**src/rtl/uart_scan_bridge.sv**
```systemverilog
// UART-to-scan-chain bridge: address bytes (SYNC, index) select a chain, data bytes
// are shifted LSB-first on TCK/TDI and the captured TDO byte is returned on RDATA.
module uart_scan_bridge #(
   parameter int unsigned CLKS_PER_BIT = 208,
   parameter int unsigned DATA_BITS    = 8,
   parameter int unsigned TAPS         = 4,
   parameter logic [7:0]  SYNC         = 8'hA5,
   parameter int unsigned TCK_DIV      = 4
) (
   input  logic                 CLK,
   input  logic                 RSTN,
   input  logic                 RX,
   input  logic                 MODE_SEL,
   input  logic                 TDO,
   output logic                 TCK,
   output logic                 TDI,
   output logic [TAPS-1:0]      TAP_SEL,
   output logic [DATA_BITS-1:0] RDATA,
   output logic                 RVALID,
   output logic                 FRAME_ERR,
   output logic                 OVERRUN
);

   localparam int unsigned CNT_W   = $clog2(CLKS_PER_BIT + 1);
   localparam int unsigned DIV_W   = $clog2(TCK_DIV + 1);
   localparam int unsigned IDX_W   = $clog2(DATA_BITS);
   localparam int unsigned HALF_M1 = (CLKS_PER_BIT / 2 > 0) ? (CLKS_PER_BIT / 2 - 1) : 0;

   localparam logic [CNT_W-1:0]     BIT_END  = CNT_W'(CLKS_PER_BIT - 1);
   localparam logic [CNT_W-1:0]     HALF_END = CNT_W'(HALF_M1);
   localparam logic [DIV_W-1:0]     DIV_END  = DIV_W'(TCK_DIV - 1);
   localparam logic [IDX_W-1:0]     LAST_BIT = IDX_W'(DATA_BITS - 1);
   localparam logic [DATA_BITS-1:0] SYNC_B   = DATA_BITS'(SYNC);

   typedef enum logic [2:0] {
      RX_IDLE,
      RX_START,
      RX_DATA,
      RX_STOP,
      RX_WAIT_HI
   } rx_state_e;

   logic rx_meta_q, rx_sync_q, rx_prev_q;
   logic mode_meta_q, mode_sync_q;

   rx_state_e            rx_state_q, rx_state_d;
   logic [CNT_W-1:0]     rx_cnt_q, rx_cnt_d;
   logic [IDX_W-1:0]     rx_bit_q, rx_bit_d;
   logic [DATA_BITS-1:0] rx_sr_q, rx_sr_d;

   logic                 armed_q, armed_d;
   logic [TAPS-1:0]      pend_q, pend_d;
   logic                 pend_v_q, pend_v_d;
   logic [TAPS-1:0]      tap_sel_q, tap_sel_d;

   logic                 busy_q, busy_d;
   logic [IDX_W-1:0]     sh_bit_q, sh_bit_d;
   logic [DIV_W-1:0]     div_q, div_d;
   logic                 tck_q, tck_d;
   logic                 tdi_q, tdi_d;
   logic [DATA_BITS-1:0] sh_data_q, sh_data_d;
   logic [DATA_BITS-1:0] shadow_q, shadow_d;
   logic [DATA_BITS-1:0] buf_q, buf_d;
   logic                 buf_v_q, buf_v_d;
   logic [DATA_BITS-1:0] rdata_q, rdata_d;
   logic                 rvalid_q, rvalid_d;
   logic                 frame_err_q, frame_err_d;
   logic                 overrun_q, overrun_d;

   logic                 byte_done;
   logic                 buf_start;
   logic [TAPS-1:0]      tap_onehot;

   assign TCK       = tck_q;
   assign TDI       = tdi_q;
   assign TAP_SEL   = tap_sel_q;
   assign RDATA     = rdata_q;
   assign RVALID    = rvalid_q;
   assign FRAME_ERR = frame_err_q;
   assign OVERRUN   = overrun_q;

   always_comb begin
      rx_state_d  = rx_state_q;
      rx_cnt_d    = rx_cnt_q;
      rx_bit_d    = rx_bit_q;
      rx_sr_d     = rx_sr_q;
      armed_d     = armed_q;
      pend_d      = pend_q;
      pend_v_d    = pend_v_q;
      tap_sel_d   = tap_sel_q;
      busy_d      = busy_q;
      sh_bit_d    = sh_bit_q;
      div_d       = div_q;
      tck_d       = tck_q;
      tdi_d       = tdi_q;
      sh_data_d   = sh_data_q;
      shadow_d    = shadow_q;
      buf_d       = buf_q;
      buf_v_d     = buf_v_q;
      rdata_d     = rdata_q;
      rvalid_d    = 1'b0;
      frame_err_d = frame_err_q;
      overrun_d   = overrun_q;
      byte_done   = 1'b0;
      buf_start   = 1'b0;

      // Index bytes outside 0..TAPS-1 match no bit and so select nothing.
      tap_onehot = '0;
      for (int unsigned i = 0; i < TAPS; i++) begin
         tap_onehot[i] = (rx_sr_q == DATA_BITS'(i));
      end

      unique case (rx_state_q)
         RX_IDLE: begin
            rx_cnt_d = '0;
            if (rx_prev_q && !rx_sync_q) rx_state_d = RX_START;
         end
         RX_START: begin
            if (rx_cnt_q == HALF_END) begin
               rx_cnt_d   = '0;
               rx_bit_d   = '0;
               rx_state_d = rx_sync_q ? RX_IDLE : RX_DATA;
            end else begin
               rx_cnt_d = rx_cnt_q + CNT_W'(1);
            end
         end
         RX_DATA: begin
            if (rx_cnt_q == BIT_END) begin
               rx_cnt_d = '0;
               rx_sr_d  = {rx_sync_q, rx_sr_q[DATA_BITS-1:1]};
               if (rx_bit_q == LAST_BIT) rx_state_d = RX_STOP;
               else                      rx_bit_d   = rx_bit_q + IDX_W'(1);
            end else begin
               rx_cnt_d = rx_cnt_q + CNT_W'(1);
            end
         end
         RX_STOP: begin
            if (rx_cnt_q == BIT_END) begin
               rx_cnt_d = '0;
               if (rx_sync_q) begin
                  byte_done  = 1'b1;
                  rx_state_d = RX_IDLE;
               end else begin
                  frame_err_d = 1'b1;
                  rx_state_d  = RX_WAIT_HI;
               end
            end else begin
               rx_cnt_d = rx_cnt_q + CNT_W'(1);
            end
         end
         RX_WAIT_HI: begin
            if (rx_sync_q) rx_state_d = RX_IDLE;
         end
         default: rx_state_d = RX_IDLE;
      endcase

      // Shifter: TDI set with TCK low, TDO captured as TCK rises, advance on fall.
      if (busy_q) begin
         if (div_q == DIV_END) begin
            div_d = '0;
            if (!tck_q) begin
               tck_d    = 1'b1;
               shadow_d = {TDO, shadow_q[DATA_BITS-1:1]};
            end else begin
               tck_d = 1'b0;
               if (sh_bit_q == LAST_BIT) begin
                  busy_d   = 1'b0;
                  tdi_d    = 1'b0;
                  rdata_d  = shadow_q;
                  rvalid_d = 1'b1;
               end else begin
                  sh_bit_d  = sh_bit_q + IDX_W'(1);
                  sh_data_d = sh_data_q >> 1;
                  tdi_d     = sh_data_q[1];
               end
            end
         end else begin
            div_d = div_q + DIV_W'(1);
         end
      end else begin
         if (pend_v_q) begin
            tap_sel_d = pend_q;
            pend_v_d  = 1'b0;
         end
         if (buf_v_q) begin
            buf_start = 1'b1;
            buf_v_d   = 1'b0;
            busy_d    = 1'b1;
            sh_bit_d  = '0;
            div_d     = '0;
            tck_d     = 1'b0;
            sh_data_d = buf_q;
            tdi_d     = buf_q[0];
         end
      end

      if (byte_done && mode_sync_q) begin
         if (tap_sel_q != '0) begin
            if (!busy_q && !buf_v_q) begin
               busy_d    = 1'b1;
               sh_bit_d  = '0;
               div_d     = '0;
               tck_d     = 1'b0;
               sh_data_d = rx_sr_q;
               tdi_d     = rx_sr_q[0];
            end else if (!buf_v_q || buf_start) begin
               buf_d   = rx_sr_q;
               buf_v_d = 1'b1;
            end else begin
               overrun_d = 1'b1;
            end
         end
      end

      // Address decode; the resulting selection waits in pend_q while a shift runs.
      if (byte_done && !mode_sync_q) begin
         if (!armed_q) begin
            if (rx_sr_q == SYNC_B) begin
               armed_d = 1'b1;
            end else begin
               pend_d   = '0;
               pend_v_d = 1'b1;
            end
         end else begin
            armed_d  = 1'b0;
            pend_d   = tap_onehot;
            pend_v_d = 1'b1;
         end
      end
   end

   always_ff @(posedge CLK or negedge RSTN) begin
      if (!RSTN) begin
         rx_meta_q   <= 1'b1;
         rx_sync_q   <= 1'b1;
         rx_prev_q   <= 1'b1;
         mode_meta_q <= 1'b0;
         mode_sync_q <= 1'b0;
         rx_state_q  <= RX_IDLE;
         rx_cnt_q    <= '0;
         rx_bit_q    <= '0;
         rx_sr_q     <= '0;
         armed_q     <= 1'b0;
         pend_q      <= '0;
         pend_v_q    <= 1'b0;
         tap_sel_q   <= '0;
         busy_q      <= 1'b0;
         sh_bit_q    <= '0;
         div_q       <= '0;
         tck_q       <= 1'b0;
         tdi_q       <= 1'b0;
         sh_data_q   <= '0;
         shadow_q    <= '0;
         buf_q       <= '0;
         buf_v_q     <= 1'b0;
         rdata_q     <= '0;
         rvalid_q    <= 1'b0;
         frame_err_q <= 1'b0;
         overrun_q   <= 1'b0;
      end else begin
         rx_meta_q   <= RX;
         rx_sync_q   <= rx_meta_q;
         rx_prev_q   <= rx_sync_q;
         mode_meta_q <= MODE_SEL;
         mode_sync_q <= mode_meta_q;
         rx_state_q  <= rx_state_d;
         rx_cnt_q    <= rx_cnt_d;
         rx_bit_q    <= rx_bit_d;
         rx_sr_q     <= rx_sr_d;
         armed_q     <= armed_d;
         pend_q      <= pend_d;
         pend_v_q    <= pend_v_d;
         tap_sel_q   <= tap_sel_d;
         busy_q      <= busy_d;
         sh_bit_q    <= sh_bit_d;
         div_q       <= div_d;
         tck_q       <= tck_d;
         tdi_q       <= tdi_d;
         sh_data_q   <= sh_data_d;
         shadow_q    <= shadow_d;
         buf_q       <= buf_d;
         buf_v_q     <= buf_v_d;
         rdata_q     <= rdata_d;
         rvalid_q    <= rvalid_d;
         frame_err_q <= frame_err_d;
         overrun_q   <= overrun_d;
      end
   end

endmodule

```
**config.mk**
```make
export PLATFORM = sky130hd
export DESIGN_NAME = uart_scan_bridge
export DESIGN_NICKNAME = d
export VERILOG_FILES = /design/src/rtl/uart_scan_bridge.sv
export SDC_FILE = /design/constraint.sdc
export NUM_CORES = 1
export LEC_CHECK = 0
export ABC_AREA = 0
export CORE_ASPECT_RATIO = 1.2
export CORE_MARGIN = 1
export CORE_UTILIZATION = 50
export DETAILED_ROUTE_END_ITERATION = 12
export PLACE_DENSITY = 0.69
export SYNTH_ARGS = -nofsm -noshare
export SYNTH_HDL_FRONTEND = slang
export SYNTH_SLANG_ARGS = --single-unit
```
**constraint.sdc**
```tcl
create_clock -name CLK -period 4.15 [get_ports CLK]
set_input_delay 0.83 -clock CLK [delete_from_list [all_inputs] [get_ports CLK]]
set_output_delay 0.83 -clock CLK [all_outputs]
set_load 0.005 [all_outputs]
```
======== Word-level counts from Yosys, hierarchy flattened ========
Index checks and enable logic that the tools add are counted.
word-level totals
  register bits ........................... 82
  bits in latches ......................... 0
  RAM bits ................................ 0
  ROM bits ................................ 0
  input port bits ......................... 5
  output and inout port bits .............. 17
  word-level logic and storage cells ...... 163
  memories ................................ 0
operators by class
  add/sub/neg operators ................... 4
  multipliers ............................. 0
  div/mod/pow operators ................... 0
  order comparisons ....................... 0
  eq/ne operators ......................... 21
  shift-type cells ........................ 0
  mux-type cells .......................... 82
  bitwise operators ....................... 5
  reduce and logical (&&, ||, !) cells .... 25
operators by type and width
  operator               count
  $mux W8                10
  $mux W3                24
  $mux W1                42
  $pmux W8 S3            1
  $eq A8 B2 Y1 const B   2
  $eq A8 B8 Y1 const B   2
  $ne A2 B2 Y1 const B   8
  $reduce_and A4 Y1      4
  $pmux W3 S5            1
  $add A3 B1 Y3 const B  3
  $eq A3 B2 Y1 const B   3
  $eq A3 B3 Y1 const B   3
  $add A8 B1 Y8 const B  1
  $eq A8 B1 Y1 const B   1
  $eq A8 B7 Y1 const B   1
  $logic_not A8 Y1       1
  $mux W4                2
  $pmux W3 S2            1
  $reduce_and A2 Y1      3
  $reduce_and A3 Y1      2
  $reduce_and A6 Y1      1
  $not A1 Y1             5
  $logic_and A1 B1 Y1    4
  $logic_not A1 Y1       4
  8 further kinds        8

======== Logic depth before layout (Yosys ltp) ========
  word-level depth ........................ 8
  depth in mapped cells ................... 7
  mapped depth without buffers ............ 6

======== Least setup slack after synthesis ========
OpenSTA, ideal clock, no wires.
  path kind ............................... reg2reg
  from .................................... register rx_cnt_q[0]
  to ...................................... register sh_data_q[1]
  setup time .............................. 0.125 ns
  data arrival time ....................... 1.846 ns
  data required time ...................... 4.025 ns
  slack ................................... 2.179 ns
  cell stages (with the launch flop) ...... 7
  path buffers ............................ 1
  period minus slack after synthesis ...... 1.971 ns
  path through ............................ dfrtp_1 -> ha_1 -> and3_1 -> buf_2 -> nand2_1 -> nor4_4 -> mux2_2
between the ends
  longest elaborated chain between the ends .. 5
ends and longest elaborated chain
  element                   RTL line  RTL
  start: declaration        47        logic [CNT_W-1:0] rx_cnt_q, rx_cnt_d;
  start signal: assignment  267       rx_cnt_q <= rx_cnt_d;
  $eq A8 B8 Y1              138       if (rx_cnt_q == BIT_END) begin
  $mux W1                   138
  $mux W1                   113       unique case (rx_state_q)
  $logic_and A1 B1 Y1       197       if (byte_done && mode_sync_q) begin
  $mux W8                   197
  via sh_data_d[1]          61        logic [DATA_BITS-1:0] sh_data_q, sh_data_d;
  end signal: assignment    279       sh_data_q <= sh_data_d;
  end: declaration          61
The timed path passes the listed nets, and every way through them passes these cells.
A chain may end at the register's enable or synchronous reset.

======== Worst setup path after layout ========
  from .................................... register rx_cnt_q[0]
  to ...................................... register rx_state_q[0]
between the ends
  longest elaborated chain between the ends .. 3
  elaborated cells between the ends (all ways) .. 6
  those cells by class .................... eq/ne (5); reduce/logical (1)
ends and longest elaborated chain
  element                                       RTL line       RTL
  $eq A8 B8 Y1 or $eq A8 B7 Y1 (tied branches)  128, 138, 119
  $ne A2 B2 Y1 (no source line)                 n/a
  $reduce_and A6 Y1 (no source line) *          n/a
  end signal: assignment                        266            rx_state_q <= rx_state_d;
  end: declaration                              46             rx_state_e rx_state_q, rx_state_d;
Mark *: on every way between the ends. The rest lies on a longest branch, timed or not.

==> reports/summary.md <==
The tree is rooted in a clkbuf_8. The maximum fanout along the worst path was 11. The detail route stage leaves a number of antenna-violating nets equal to 0. For the post-synthesis instance area, the log shows 3710 um^2. The switching share of power came out at 24.3%. The most frequently used flop master after synthesis is dfrtp_1. First-pass GRT wire length: 11,100 um. In this run, synthesis inferred 0 flip-flops with an integrated enable. The number of warnings issued by yosys came out at 0. From left edge to right edge, the die measures 80.6 um. The count of final max-slew check failures is 0, and the sequential cell area fraction in the yosys report is 54.8%.

For this run, the detailed router's first-pass iteration total came to 4. The logs give 0 for the antenna diode count and 97 for the number of DRC violations after detailed-routing iteration 0. The final critical path takes up 58.6% of the cycle. Global routing used 24.7% of the available met1 tracks. The tools report the number of gates resized after cts as 0. The tools report the power consumption as 1.53 mW. In the synthesized netlist the async set-or-reset flop fraction comes to 100%. Summed over all layers, the routed wires come to 6470 um. The number of antenna violations at the first check in global routing was 0; the ratio of routed vias to standard cells was 5.59. The largest individual stage delay along the critical path comes from the cell nor4bb_1. The logs give 36.7% for the clock network power share and 4390 um for the estimated wirelength of the detail-placed design. The number of buffers inserted to repair setup after CTS came out at 0. The top-level port count was 22; the leakage dissipation was 1.92 nW.

The worst setup path is of the flip-flop to flip-flop kind. After the last flow step, the layout net total stands at 337. At the pin with the least slew margin, the transition time is 1.04 ns.

The tools report the DRC violations left as 0. The maximum clock path buffer count is 2. A synthesized cell averages 12.0 um^2. Across the run, the number of max-cap violations was 0.

Setup repair after global routing left no endpoint under its margin. The tools report the worst-case headroom to the max-slew limit as 30.1%. The number of input and output port buffers inserted works out to 21. The number of setup violations in the final report was 0; the hold buffer count at CTS was 0. The core region is 7230 um^2. The via count of the first global-routing pass was 2,326; the number of H-tree levels was 3. The area added between synthesis and finish was 12.3%; the total number of vias was 2,358. The worst hold path belongs to the class flip-flop to flip-flop.

Final-layout fill cell count: 603. The largest stage delay on the critical path was 0.44 ns. Entering global routing, the biggest net connects 82 pins.

The cell type contributing the most total cell area after synthesis is dfrtp_1. The clock drives 81 sinks. The final RePlAce weighted congestion is 0.777.

The run finished with clean final reports. The layer with the highest usage is met2. The die covers 7760 um^2.

The final count of hold timing violations is 0, and the switching power of the nets is 0.371 mW. Distinct cell type count of the synthesized netlist: 50. The tools report the arrival time of data at the critical path endpoint as 2.67 ns. The worst setup path is captured at a flip-flop. Once the floorplan was initialized, standard cells occupied 51.2% of the core.

After detailed routing, the average wire length per cell comes to 15.3 um. Global routing consumed, over all layers together, 19.2% of the routing resources. The power density relative to cell area was 367 nW/um^2. Static timing analysis puts the maximum clock frequency at 0.411 GHz. After clock tree synthesis, the clock-pin slew on the worst setup and hold paths is 0.08 ns. Walking the worst path, the cells encountered are ha_1 -> nor4bb_1 -> a21boi_0 -> a211oi_1 -> mux2_2. In the final layout, the share of cells above drive strength 1 is 21.7%. STA classifies the critical path startpoint as a flip-flop. The clock period minus final worst setup slack was 2.43 ns; the final worst clock skew was 0.00713 ns.

The die span in y came out at 96.3 um. The cell count after synthesis came out at 308. The later pin in the worst-skew pair is clocked with a latency of 0.35 ns.

Relative contribution of sequential cells to total power: 55.7%. The run gives 4.83% as the met3 routing resource usage after global routing. TritonCTS built the clock tree. The number of buffers added by the clock tree synthesis step is 9. VDD sags by at most 226 uV. The proportion of netlist area held by the largest area contributor came out at 52.7%.

The required time of the critical path was 4.39 ns; the global-route congestion overflow total was 0. Combinational logic is responsible for 7.6% of the overall power. The internal portion of the total power is 1.16 mW. The setup TNS was 0 ns.

The tools report the total nets after synthesis as 318. Synthesis inferred 81 register bits. For met2 alone, demand over resource in global routing was 31.0%.

The tools report the number of placement rows as 34. Sorting the synthesized cells by area gives the leading types as dfrtp_1, mux2_2, mux2i_1.
## layout make-up
type / instances / area, um^2 / area share [%]
Clock buffer: 11 / 141 / 3.40
Clock inverter: 5 / 55.1 / 1.32
Inverter: 12 / 45.0 / 1.08
Multi-Input combinational cell: 202 / 1570 / 37.7
Sequential cell: 81 / 2030 / 48.8
Tap cell: 90 / 113 / 2.71
Timing Repair Buffer: 21 / 208 / 4.99
## cells by family after synthesis
group           after synthesis  synth area share [%]
buf+inv                      25                  2.87
fa+ha+maj                     6                  1.96
mux                          62                  18.4
compound gates               50                  9.25
xor+xnor                      2                 0.473
simple gates                 82                  12.3
flops                        81                  54.8
## critical path: cells and delay by family, from the launching register on
kind                       cells  cell delay [ns]
AOI/OAI and AO/OA              2             0.88
adders and majority gates      1             0.21
DFF                            1             0.41
muxes                          1             0.38
and+or+nand+nor                1             0.44
## cell usage after synthesis, types with 2 or more instances
cell type / n
nor3_1: 4
o21ai_0: 12
nand4b_1: 2
a41oi_1: 2
buf_2: 4
a31oi_1: 4
and3_1: 2
nor2b_1: 4
nor4_1: 2
nor2_1: 25
nor3b_1: 2
inv_1: 12
and3b_1: 3
or3_1: 2
nand2_1: 17
ha_1: 5
a21o_1: 2
a21boi_0: 2
o21bai_1: 4
dfstp_2: 3
a221o_1: 6
mux2_2: 49
clkbuf_1: 7
dfrtp_1: 78
nand4_1: 2
nand3_1: 7
nand2b_1: 3
a21oi_1: 6
mux2i_1: 13
a22oi_1: 4
## final timing paths
path	start	to	slack, ns	cells after the start
setup / recovery	rx_cnt_q[0]$_DFFE_PN0P_	rx_state_q[0]$_DFFE_PN0P_	1.72	5
hold / removal	rx_meta_q$_DFF_PN1_	rx_sync_q$_DFF_PN1_	0.36	0
setup reg to reg	rx_cnt_q[0]$_DFFE_PN0P_	rx_state_q[0]$_DFFE_PN0P_	1.72	5
hold reg to reg	rx_meta_q$_DFF_PN1_	rx_sync_q$_DFF_PN1_	0.36	0
max in group asynchronous	RSTN	rx_cnt_q[3]$_DFFE_PN0P_	2.88	1
min in group asynchronous	RSTN	div_q[1]$_DFF_PN0_	0.63	1
## registers in the layout (all words and copies together), names as in the netlist, 3 cells and up
signal,count
RDATA,8
TAP_SEL,4
buf_q,8
div_q,3
pend_q,4
rx_bit_q,3
rx_cnt_q,8
rx_sr_q,8
rx_state_q,3
sh_bit_q,3
sh_data_q,7
shadow_q,8
## per-layer routing
metal / up-vias / part of all wire, %
li1: 1148 / -
met1: 1168 / 47
met2: 32 / 49
met3: 10 / 2.6
met4: 0 / 1.6
met5: - / 0
## placed cells by master, fill, tap and decap left out, drive strengths merged, types with 6 or more instances in the layout
master and n:
a21oi 6, a221o 6, clkbuf 11, clkdlybuf4s50 20
dfrtp 78, inv 12, mux2 49, mux2i 13
nand2 17, nand3 7, nor2 25, o21ai 13
## per-stage QoR
step | area (um^2) | hold slack [ns] | setup slack [ns] | utilization (%) | instances
after global placement | 3970 | 0.338 | 1.84 | 54.8 | 406
after global routing | 4160 | 0.367 | 1.47 | 57.5 | 422
after CTS | 4160 | 0.361 | 1.73 | 57.5 | 422
final | 4160 | 0.358 | 1.72 | 57.5 | 422
after detailed placement | 3970 | 0.350 | 1.75 | 54.8 | 406
after floorplan | 3710 | 0.331 | 2.18 | - | 308
## power by group through the flow
stage                     Clock (mW)  Sequential, mW  Combinational, mW
after floorplan                    0           0.850             0.0984
after global placement             0           0.864              0.114
after detailed placement           0           0.867              0.117
after CTS                      0.580           0.851              0.118
after global routing           0.618           0.857              0.134
final                          0.560           0.852              0.116
(Power assumes the default switching activity.)
==> RTL change, RTL diff (same flow settings) <==
The parameter `DATA_BITS` goes from 8 to 32.
--- a/src/rtl/uart_scan_bridge.sv
+++ b/src/rtl/uart_scan_bridge.sv
@@ -2,7 +2,7 @@
 // are shifted LSB-first on TCK/TDI and the captured TDO byte is returned on RDATA.
 module uart_scan_bridge #(
    parameter int unsigned CLKS_PER_BIT = 208,
-   parameter int unsigned DATA_BITS    = 8,
+   parameter int unsigned DATA_BITS    = 32,
    parameter int unsigned TAPS         = 4,
    parameter logic [7:0]  SYNC         = 8'hA5,
    parameter int unsigned TCK_DIV      = 4
Ports: changed (resized RDATA); port bits go from 22 to 46. The function was not compared with the original's and may differ.
==> RTL change against the original RTL <==
  * Area after synthesis is 140% higher
  * Count of clock-buffer cells in the layout up 22
  * Wire length rose to 2.7 times the old value
  * Total power rose to 2.7 times the old value
  * Final area is 150% higher
  * Core utilization grew 1.1 points
  * Global-route usage rose by 0.11 points
  * Sequential cell count rose by 124
  * Worst setup slack lost 0.43 ns
  * Critical endpoint is now RDATA[2]$_DFFE_PN0P_
==> RTL change: results (changes against the original RTL) <==
Timing
  – Skew final: 0.01187 ns (was 0.007129 ns)
  – Worst slew margin: 38.76% (was 30.14%)
  – Minimum clock period: 2.862 ns (was 2.432 ns)

Global route
  – Met1 Use GR: 24.75% (was 24.67%)
  – Routing usage on met2: 34.13% (was 31.00%)
  – First-pass GRT wire length: 29440 microns (was 11130 microns)
  – Vias in the first global route: 5783 (was 2326)
  – GR Util All Layers: 19.35% (was 19.24%)

Logic synthesis
  – Seq/Total Area, Yosys: 56.65% (was 54.79%)
  – Mux cell area share after synthesis: 21.61% (was 18.40%)
  – Post-Synthesis Cells: 687 (was 308)
  – Synth Area in Compound Gates: 8.960% (was 9.251%)
  – Syn_nets: 697 (was 318)
  – XOR/XNOR Fraction of Synth Area: 0.2899% (was 0.4727%)

Status
  – Status: completed (unchanged)

Placed design
  – Setup WS pre-CTS: 1.319 ns (was 1.751 ns)
  – Cells after DPL: 924 (was 406)
  – Port-buffer cells: 45 (was 21)
  – RePlAce Congestion: 0.7645 (was 0.7773)
  – Area after DPL: 9662 sq um (was 3965 sq um)

Power and ir drop
  – Total power per unit cell area: 396.4 nW/um^2 (was 367.3 nW/um^2)

Setup path
  – Crit-path leading delay family: buffers and inverters (was compound AO/OA/AOI/OAI gates)
  – Reg2Reg Capture Point: RDATA[2]$_DFFE_PN0P_ (was rx_state_q[0]$_DFFE_PN0P_)
  – RR Startpoint: busy_q$_DFF_PN0_ (was rx_cnt_q[0]$_DFFE_PN0P_)
  – Max incr delay on CP: 0.73 ns (was 0.44 ns)

Detailed routing
  – Initial DRC count: 360 (was 97)
  – Wire per inst: 18.27 microns (was 15.34 microns)
  – Post-Route M1 WL: 7756 microns (was 3050 microns)

CTS
  – Clk root buf: clkbuf_16 (was clkbuf_8)
  – Clk_lat worst skew: 0.49 ns (was 0.35 ns)
  – CTS max path bufs: 3 (was 2)

Cells and area
  – Share of cells above drive strength 1: 19.19% (was 21.69%)
RTL change: cells by family after synthesis:
group                    after synthesis
flip-flops                           205
multiplexers                         171
buffers and inverters                 77
XOR/XNOR                               3
adder cells (fa/ha/maj)                6
AND/OR/NAND/NOR                      111
AO/OA/AOI/OAI                        114
RTL change: how the worst min path moves through the flow:
| stage | endpoint | slack [ns] | cells after the start | from |
|---|---|---|---|---|
| 5_1_grt | mode_sync_q$_DFF_PN0_ | 0.36 | 0 | mode_meta_q$_DFF_PN0_ |
| 4_1_cts | mode_sync_q$_DFF_PN0_ | 0.35 | 0 | mode_meta_q$_DFF_PN0_ |
| 3_3_place_gp | mode_sync_q$_DFF_PN0_ | 0.34 | 0 | mode_meta_q$_DFF_PN0_ |
| 6_report | mode_sync_q$_DFF_PN0_ | 0.34 | 0 | mode_meta_q$_DFF_PN0_ |
| 3_5_place_dp | mode_sync_q$_DFF_PN0_ | 0.34 | 0 | mode_meta_q$_DFF_PN0_ |
| 2_1_floorplan | mode_sync_q$_DFF_PN0_ | 0.33 | 0 | mode_meta_q$_DFF_PN0_ |
RTL change: report_power, final:
| part | total (mW) | internal [mW] | switching (mW) |
|---|---|---|---|
| sequential | 2.07 | 2.03 | 0.0466 |
| combinational | 0.165 | 0.0468 | 0.118 |
| clock | 1.86 | 1.12 | 0.746 |
| total | 4.10 | 3.19 | 0.911 |
RTL change: final cells by class:
type	instances	share of cell area (%)
Multi-Input combinational cell	405	34.50
Timing Repair Buffer	54	5.166
Clock buffer	33	6.194
Inverter	40	1.452
Tap cell	220	2.662
Sequential cell	205	49.64
Clock inverter	3	0.3871
RTL change: worst reg2reg max path: stages (launching register included):
cell and delay, ns:
dfrtp_1 0.73, and4b_1 0.29, buf_4 0.39, and4_4 0.30, nand2_2 0.08, inv_2 0.53
mux2_2 0.42
